[src/rtl/mathbox_sequencer_pkg.sv]
// rtl/mathbox_sequencer_pkg.sv - shared math-box types and default widths
package mathbox_sequencer_pkg;

  localparam int PC_W_DEF = 8;
  localparam int WD_W_DEF = 10;

  typedef enum logic [1:0] {
    JC_ALWAYS = 2'b00,
    JC_S1     = 2'b01,
    JC_S0     = 2'b10,
    JC_NEVER  = 2'b11
  } jcond_e;

  typedef enum logic {
    ST_IDLE = 1'b0,
    ST_RUN  = 1'b1
  } state_e;

endpackage

[src/rtl/mb_jump_cond.sv]
// rtl/mb_jump_cond.sv - combinational evaluator of the microcode jump condition
module mb_jump_cond
  import mathbox_sequencer_pkg::*;
(
  input  logic [1:0] jcond,
  input  logic       s0,
  input  logic       s1,
  output logic       cond_true
);

  always_comb begin
    cond_true = 1'b0;
    case (jcond_e'(jcond))
      JC_ALWAYS: cond_true = 1'b1;
      JC_S1:     cond_true = s1;
      JC_S0:     cond_true = s0;
      JC_NEVER:  cond_true = 1'b0;
    endcase
  end

endmodule

[src/rtl/mathbox_sequencer.sv]
// rtl/mathbox_sequencer.sv - math-box microcode sequencer with start latch and watchdog
module mathbox_sequencer
  import mathbox_sequencer_pkg::*;
#(
  parameter int PC_W = PC_W_DEF,
  parameter int WD_W = WD_W_DEF
) (
  input  logic            CLK,
  input  logic            RST_N,
  input  logic            MB_WR,
  input  logic [7:0]      MB_DATA,
  input  logic [PC_W-1:0] START_ADDR,
  input  logic            STOP,
  input  logic            JUMP,
  input  logic [1:0]      JCOND,
  input  logic [PC_W-1:0] JMP_ADDR,
  input  logic            S0,
  input  logic            S1,
  output logic [PC_W-1:0] PC,
  output logic [7:0]      EDB_IN,
  output logic            RUN_EN,
  output logic            BUSY,
  output logic            TIMEOUT
);

  localparam logic [PC_W-1:0] PC_ONE = {{(PC_W-1){1'b0}}, 1'b1};
  localparam logic [WD_W-1:0] WD_ONE = {{(WD_W-1){1'b0}}, 1'b1};

  state_e          state_q, state_d;
  logic [PC_W-1:0] pc_q, pc_d;
  logic [7:0]      edb_q, edb_d;
  logic [WD_W-1:0] wd_q, wd_d;
  logic            timeout_q, timeout_d;
  logic            cond_true;

  mb_jump_cond u_jump_cond (
    .jcond     (JCOND),
    .s0        (S0),
    .s1        (S1),
    .cond_true (cond_true)
  );

  always_ff @(posedge CLK) begin
    if (!RST_N) begin
      state_q   <= ST_IDLE;
      pc_q      <= '0;
      edb_q     <= '0;
      wd_q      <= '0;
      timeout_q <= 1'b0;
    end else begin
      state_q   <= state_d;
      pc_q      <= pc_d;
      edb_q     <= edb_d;
      wd_q      <= wd_d;
      timeout_q <= timeout_d;
    end
  end

  always_comb begin
    state_d   = state_q;
    pc_d      = pc_q;
    edb_d     = edb_q;
    wd_d      = wd_q;
    timeout_d = timeout_q;
    case (state_q)
      ST_IDLE: begin
        wd_d = '0;
        if (MB_WR) begin
          state_d   = ST_RUN;
          pc_d      = START_ADDR;
          edb_d     = MB_DATA;
          timeout_d = 1'b0;
        end
      end
      ST_RUN: begin
        // STOP outranks both the watchdog and any jump; the PC freezes on exit
        if (STOP) begin
          state_d = ST_IDLE;
          wd_d    = '0;
        end else if (&wd_q) begin
          state_d   = ST_IDLE;
          wd_d      = '0;
          timeout_d = 1'b1;
        end else begin
          wd_d = wd_q + WD_ONE;
          pc_d = (JUMP && cond_true) ? JMP_ADDR : pc_q + PC_ONE;
        end
      end
      default: state_d = ST_IDLE;
    endcase
  end

  assign PC      = pc_q;
  assign EDB_IN  = edb_q;
  assign RUN_EN  = (state_q == ST_RUN);
  assign BUSY    = (state_q == ST_RUN);
  assign TIMEOUT = timeout_q;

endmodule

[config.mk]
export PLATFORM = sky130hd
export DESIGN_NAME = mathbox_sequencer
export DESIGN_NICKNAME = d
export VERILOG_FILES = /design/src/rtl/mathbox_sequencer_pkg.sv /design/src/rtl/mb_jump_cond.sv /design/src/rtl/mathbox_sequencer.sv
export SDC_FILE = /design/constraint.sdc
export NUM_CORES = 1
export LEC_CHECK = 0
export BUFFER_PORTS_ARGS = -buffer_cell sky130_fd_sc_hd__buf_2
export CORE_ASPECT_RATIO = 1.1
export CORE_MARGIN = 5
export CORE_UTILIZATION = 52
export DETAILED_ROUTE_END_ITERATION = 10
export PLACE_DENSITY = 0.84
export SLEW_MARGIN = 20
export SYNTH_ARGS = -nofsm -noshare
export SYNTH_HDL_FRONTEND = slang
export SYNTH_SLANG_ARGS = --single-unit
[constraint.sdc]
create_clock -name CLK -period 3.1 [get_ports CLK]
set_clock_uncertainty 0.05 [all_clocks]
set_input_delay 0.62 -clock CLK [delete_from_list [all_inputs] [get_ports CLK]]
set_output_delay 0.62 -clock CLK [all_outputs]
set_load 0.005 [all_outputs]
==> flow_summary_export.csv, run 1 <==
group,metric,value,unit
status,status,"complete, no violations",
routing,dr.pass1.iters,4,
global_route,grt_pass1_vias,1268,
floorplanning,io_pins,52,
sta,max-slew-margin-rel,0.548,
logic_synthesis,synth_simple_gate_area_frac,0.235,
finish,n_antenna_cell,0,
clock_network,cts_root_buffer,"clkbuf_4",
routing,drtIter0Drc,36,
clock_network,hold_buffers,0,
routing,dr_total_vias,1264,
setup_path,critical_path.max_stage_delay,0.63,ns
setup_path,cp-end-kind,"flop",
setup_path,critPathArrivalTime,2.23,ns
floorplanning,placementRows,19,
logic_synthesis,synthXorXnorAreaFrac,0.0888,
logic_synthesis,yosys_register_bits,28,
min_path,worstHoldPathType,"flop to flop",
placement,dp_hpwl,2420,um
global_route,grt_max_degree,22,
clock_network,cts_tree,"done",
finish,nFillCells,231,
setup_path,start_kind,"flop",
setup_path,crit_start,"BUSY",
clock_network,post-cts-setup-buffers,0,
clock_network,numClockSinks,28,
power,p_per_area,446,nW/um^2
global_route,grt_busiest_layer,"met2",
finish,drive_gt1_frac,0.315,
sta,max_freq,496,MHz
finish,syn2layout_area_growth,21.8,%
logic_synthesis,synth.cell_area,1380,um^2
min_path,hold_start,"wd_q[0]",
job,maxCapViolations,0,
global_route,grtUsageMet3,0.0262,
logic_synthesis,synth_compound_area_frac,0.162,
sta,tightest_slew,0.676,ns
setup_path,crit_type,"flop to flop",
clock_network,clk_pin_slew,0.15,ns
floorplanning,die_area,3790,um^2
global_route,antenna_found_initial,0,
placement,gp_congestion,0.802,
sta,fin_crit_sh,0.651,
finish,design_area,1680,um^2
finish,multiInputGateArea,769,um^2
setup_path,path_cells,"nor2b_1 -> a21o_1 -> o21ai_0 -> a31oi_1",
power,leakagePower,0.746,nW
floorplanning,die_w,59.1,um
logic_synthesis,synth_mux_area_frac,0.0535,
clock_network,cts-buffers-inserted,3,
sta,fin_tns_setup,0,ns
setup_path,crit_fanout,19,
clock_network,htree_levels,1,
sta,finalHoldViolCount,0,
routing,ant_nets,0,
logic_synthesis,synthCells,156,
global_route,gr-usage-met1,0.169,
setup_path,crit_required,3.31,ns
finish,final_util,0.667,
logic_synthesis,yosysSeqAreaShare,0.406,
placement,portBuffers,51,
global_route,grt.overflow.total,0,
routing,drcViolationCount,0,
clock_network,clock_path_buffers,2,
floorplanning,coreArea,2520,um^2
power,finalPower,0.000750,W
placement,dp_worst_setup_slack,1.00,ns
logic_synthesis,synth_adder_area_share,0.0181,
sta,setup_viol,0,
sta,fin_ws,1.08,ns
logic_synthesis,yosys_warnings,0,
finish,fin_nets,239,
finish,register_area,561,um^2
setup_path,worst_path_max_delay_cell,"nor2b_1",
global_route,grt_pass1_wl,5230,um
routing,wl_per_cell,13.2,um
clock_network,cts_resized,0,
logic_synthesis,synth_cell_types,35,
logic_synthesis,synthesis.nets,191,
sta,rsz0062_at_grt,"false",
logic_synthesis,synth_top_family_by_area,"simple AND/OR/NAND/NOR gates",
logic_synthesis,avgSynthCellArea,8.85,um^2
sta,period_needed,2.02,ns
floorplanning,die_y,64.0,um
routing,vias_per_cell,5.40,
global_route,met2_usage,0.349,
global_route,grt_usage,0.176,
placement,placed_area,1630,um^2
floorplanning,start_util,0.548,
sta,final_max_slew_viol_count,0,
clock_network,clock_latency,0.33,ns
routing,wirelength,3100,um
power,ir_drop,0.326,mV
setup_path,rr_startpoint,"BUSY",
## routing by layer
layer,up-vias,routed length [um]
met5,-,0
li1,631,-
met3,9,169
met1,589,1110
met2,35,1730
met4,0,86
## stage by stage
stage | hold slack (ns) | cells
CTS | 0.415 | 234
detailed placement | 0.388 | 230
finish | 0.411 | 234
global route | 0.435 | 234
global placement | 0.377 | 230
floorplan | 0.363 | 156
## synth_stat cells, drive strengths merged
master | count | area (um^2)
nor3b | 1 | 7.51
o211ai | 4 | 30.0
a21o | 1 | 7.51
dfxtp | 28 | 561
a21oi | 5 | 28.8
and2 | 1 | 6.26
a31o | 1 | 8.76
nor2 | 12 | 45.0
a21boi | 8 | 60.1
clkbuf | 4 | 15.0
ha | 2 | 25.0
nor2b | 4 | 25.0
o21ai | 9 | 52.6
nand4 | 1 | 21.3
nand2b | 8 | 50.1
nand2 | 21 | 78.8
a32o | 1 | 10.0
buf | 4 | 31.3
xnor2 | 8 | 70.1
mux2 | 3 | 33.8
xor2 | 6 | 52.6
nand3b | 1 | 7.51
and4 | 1 | 11.3
and3 | 5 | 31.3
a31oi | 3 | 18.8
nor3 | 1 | 5.00
nand3 | 7 | 35.0
inv | 1 | 3.75
mux2i | 4 | 40.0
a211oi | 1 | 7.51
## cells by family (layout without fill, tap and decap cells)
group                    count (synthesis)  after routing
AO/OA/AOI/OAI                           33             33
adder cells (fa/ha/maj)                  2              2
AND/OR/NAND/NOR                         63             63
buffers and inverters                    9             56
multiplexers                             7              7
flip-flops                              28             28
XOR/XNOR                                14             14
## where the power goes
part	leakage, nW	total [W]	internal, W	switching (W)
Sequential	0.229	0.000400	0.000378	0.0000220
Combinational	0.489	0.000113	0.0000602	0.0000525
Clock	0.0279	0.000237	0.000131	0.000106
## state kept, by name, indices dropped and copies added (netlist names)
register and count:
wd_q 10, EDB_IN 8, BUSY 1, PC 8, TIMEOUT 1
## path summary, 6_finish.rpt
check             to  slack (ns)  cells past startpoint
max            PC[7]        1.08                      4
min          wd_q[0]        0.41                      1
max reg2reg    PC[7]        1.08                      4
min reg2reg  wd_q[0]        0.41                      1
## layout by cell type (no fill, tap or decap), drive strengths merged, types with 5 or more instances in the layout
cell | Yosys | routed
buf | 4 | 51
dfxtp | 28 | 28
nand2 | 21 | 21
nor2 | 12 | 12
o21ai | 9 | 9
xnor2 | 8 | 8
nand2b | 8 | 8
a21boi | 8 | 8
nand3 | 7 | 7
xor2 | 6 | 6
and3 | 5 | 5
a21oi | 5 | 5
## worst max-delay path, delay by kind of cell (launching register included)
family           cells  cell delay [ns]
AND/OR/NAND/NOR      1             0.63
AO/OA/AOI/OAI        3             0.72
flip-flops           1             0.54
## area by class of cell
cell class,count,share of cell area
clock buffer,3,0.0134
clock inverter,1,0.0179
inverter,1,0.00223
multi-input combinational,119,0.458
sequential,28,0.334
tap,31,0.0231
timing repair buffer,51,0.152
(Power assumes the default switching activity.)
==> run 2: changes to the inputs <==
Settings changed: CORE_UTILIZATION 52 to 43, PLACE_DENSITY 0.84 to 0.74.
Clock period 3.1 ns to 1.82 ns, I/O delays scaled along.
==> flow_summary_export.csv, run 2 (same netlist as run 1, synthesis figures left out) <==
group,metric,value,unit
routing,wirelength,2920,um
clock_network,cts_root_buffer,"clkbuf_4",
floorplanning,die_area,4440,um^2
finish,largest_reg_flops,10,
clock_network,clk_pin_slew,0.13,ns
setup_path,ff2ff_setup_slack,0.15,ns
setup_path,rr_worst_depth,6,
placement,dp_hpwl,2270,um
global_route,grt_pass1_vias,1181,
floorplanning,placementRows,21,
routing,drcViolationCount,0,
placement,gp_congestion,0.813,
setup_path,critPathTopFamily,"compound AO/OA/AOI/OAI gates",
sta,max-slew-margin-rel,0.758,
global_route,grt_pass1_wl,5110,um
job,maxCapViolations,0,
finish,final_common_cell,"buf_2",
sta,whs,0.230,ns
setup_path,crit_cells,6,
routing,ant_nets,0,
setup_path,cp_num_buf_inv,0,
floorplanning,start_util,0.449,
power,leakagePower,0.756,nW
finish,final_util,0.551,
routing,dr_total_vias,1206,
routing,drtIter0Drc,67,
finish,drive_gt1_frac,0.333,
setup_path,worst_path_max_delay_cell,"dfxtp_1",
placement,placed_area,1670,um^2
setup_path,critPathArrivalTime,1.82,ns
floorplanning,die_w,64.0,um
clock_network,numClockSinks,28,
placement,portBuffers,51,
global_route,antenna_found_initial,0,
floorplanning,io_pins,52,
sta,final_max_slew_viol_count,0,
setup_path,crit_fanout,13,
sta,fin_ws,0.150,ns
clock_network,htree_levels,1,
setup_path,start_kind,"flop",
sta,max_freq,599,MHz
clock_network,cts-buffers-inserted,3,
sta,fin_crit_sh,0.918,
setup_path,crit_required,1.97,ns
power,p_per_area,662,nW/um^2
sta,finalHoldViolCount,0,
power,ir_drop,0.604,mV
sta,fin_tns_setup,0,ns
setup_path,path_cells,"ha_1 -> and4_4 -> nand4_4 -> a21o_2 -> o21ai_0 -> a31oi_1",
sta,rsz0062_at_grt,"false",
finish,syn2layout_area_growth,22.7,%
clock_network,cts_tree,"done",
finish,n_antenna_cell,0,
sta,period_needed,1.67,ns
setup_path,worstSetupEndpoint,"PC[7]",
finish,design_area,1690,um^2
global_route,grt_max_degree,22,
finish,regMostFlops,"wd_q",
routing,wl_per_cell,12.1,um
setup_path,cp-end-kind,"flop",
setup_path,crit_start,"wd_q[0]",
min_path,worstHoldPathType,"input pin to flop",
finish,fin_nets,244,
clock_network,post-cts-setup-buffers,0,
global_route,grt.overflow.total,0,
min_path,hold_path_depth,3,
global_route,grt_usage,0.136,
status,status,"complete, no violations",
setup_path,crit_type,"flop to flop",
sta,tightest_slew,0.363,ns
routing,dr.pass1.iters,4,
routing,vias_per_cell,5.00,
finish,final_cell_mix,"buf_2 (51), dfxtp_1 (28), nand2_1 (21)",
setup_path,worstReg2RegEnd,"PC[7]",
placement,dp_worst_setup_slack,0.120,ns
sta,setup_viol,0,
finish,nFillCells,305,
clock_network,clock_latency,0.31,ns
setup_path,rr_startpoint,"wd_q[0]",
floorplanning,die_y,69.4,um
clock_network,clock_path_buffers,2,
floorplanning,coreArea,3070,um^2
setup_path,critical_path.max_stage_delay,0.37,ns
-- run 2: cell types whose count changed in the layout (fill, tap and decap cells not counted) --
cell and change:
bufinv_16 -1, a21o_2 +1, a21o_1 -1, buf_4 +5
-- run 2: stage by stage --
step                total power, W  cells
floorplan                 0.000809    156
global route               0.00120    241
CTS                        0.00114    241
finish                     0.00112    241
global placement          0.000899    238
detailed placement        0.000901    238
-- run 2: layer usage --
layer  global-route usage  vias up  share of wire
met4               0.0277        0         0.0065
li1                     -      639              -
met1                0.144      548           0.39
met5                    0        -              0
met2                0.260       17           0.55
met3               0.0373        2          0.046
-- run 2: where the power goes --
| group | switching [W] | leakage [nW] | internal, W | total (W) |
|---|---|---|---|---|
| Combinational | 0.0000993 | 0.513 | 0.000114 | 0.000213 |
| Sequential | 0.0000270 | 0.229 | 0.000644 | 0.000671 |
| Clock | 0.000160 | 0.0138 | 0.0000774 | 0.000237 |
| Total | 0.000286 | 0.756 | 0.000835 | 0.00112 |
-- run 2: how the worst min path moves through the flow --
stage,start,end
after CTS,MB_DATA[4],EDB_IN[4]
after global placement,wd_q[0],wd_q[0]
after floorplan,wd_q[0],wd_q[0]
final,MB_DATA[7],EDB_IN[7]
after global routing,MB_DATA[0],EDB_IN[0]
after detailed placement,wd_q[0],wd_q[0]
-- run 2: worst reg2reg max path: stages (launching register included) --
cell and delay (ns):
dfxtp_1 0.37, ha_1 0.21, and4_4 0.26, nand4_4 0.12, a21o_2 0.32, o21ai_0 0.17, a31oi_1 0.06
-- run 2: final cells by class --
cell class              count  area [um^2]  area share
clock buffers               3         22.5      0.0133
inverters                   1         3.75     0.00222
multi-input cells         119          771       0.455
flip-flops and latches     28          561       0.331
well taps                  34         42.5      0.0251
repair buffers             56          293       0.173
-- run 2: timing repair --
action                                  4_1_cts  5_1_grt
hold buffers                                  0        0
gates resized for setup                       0        1
endpoints found under the setup margin        0        2
hold endpoints to repair                      0        0
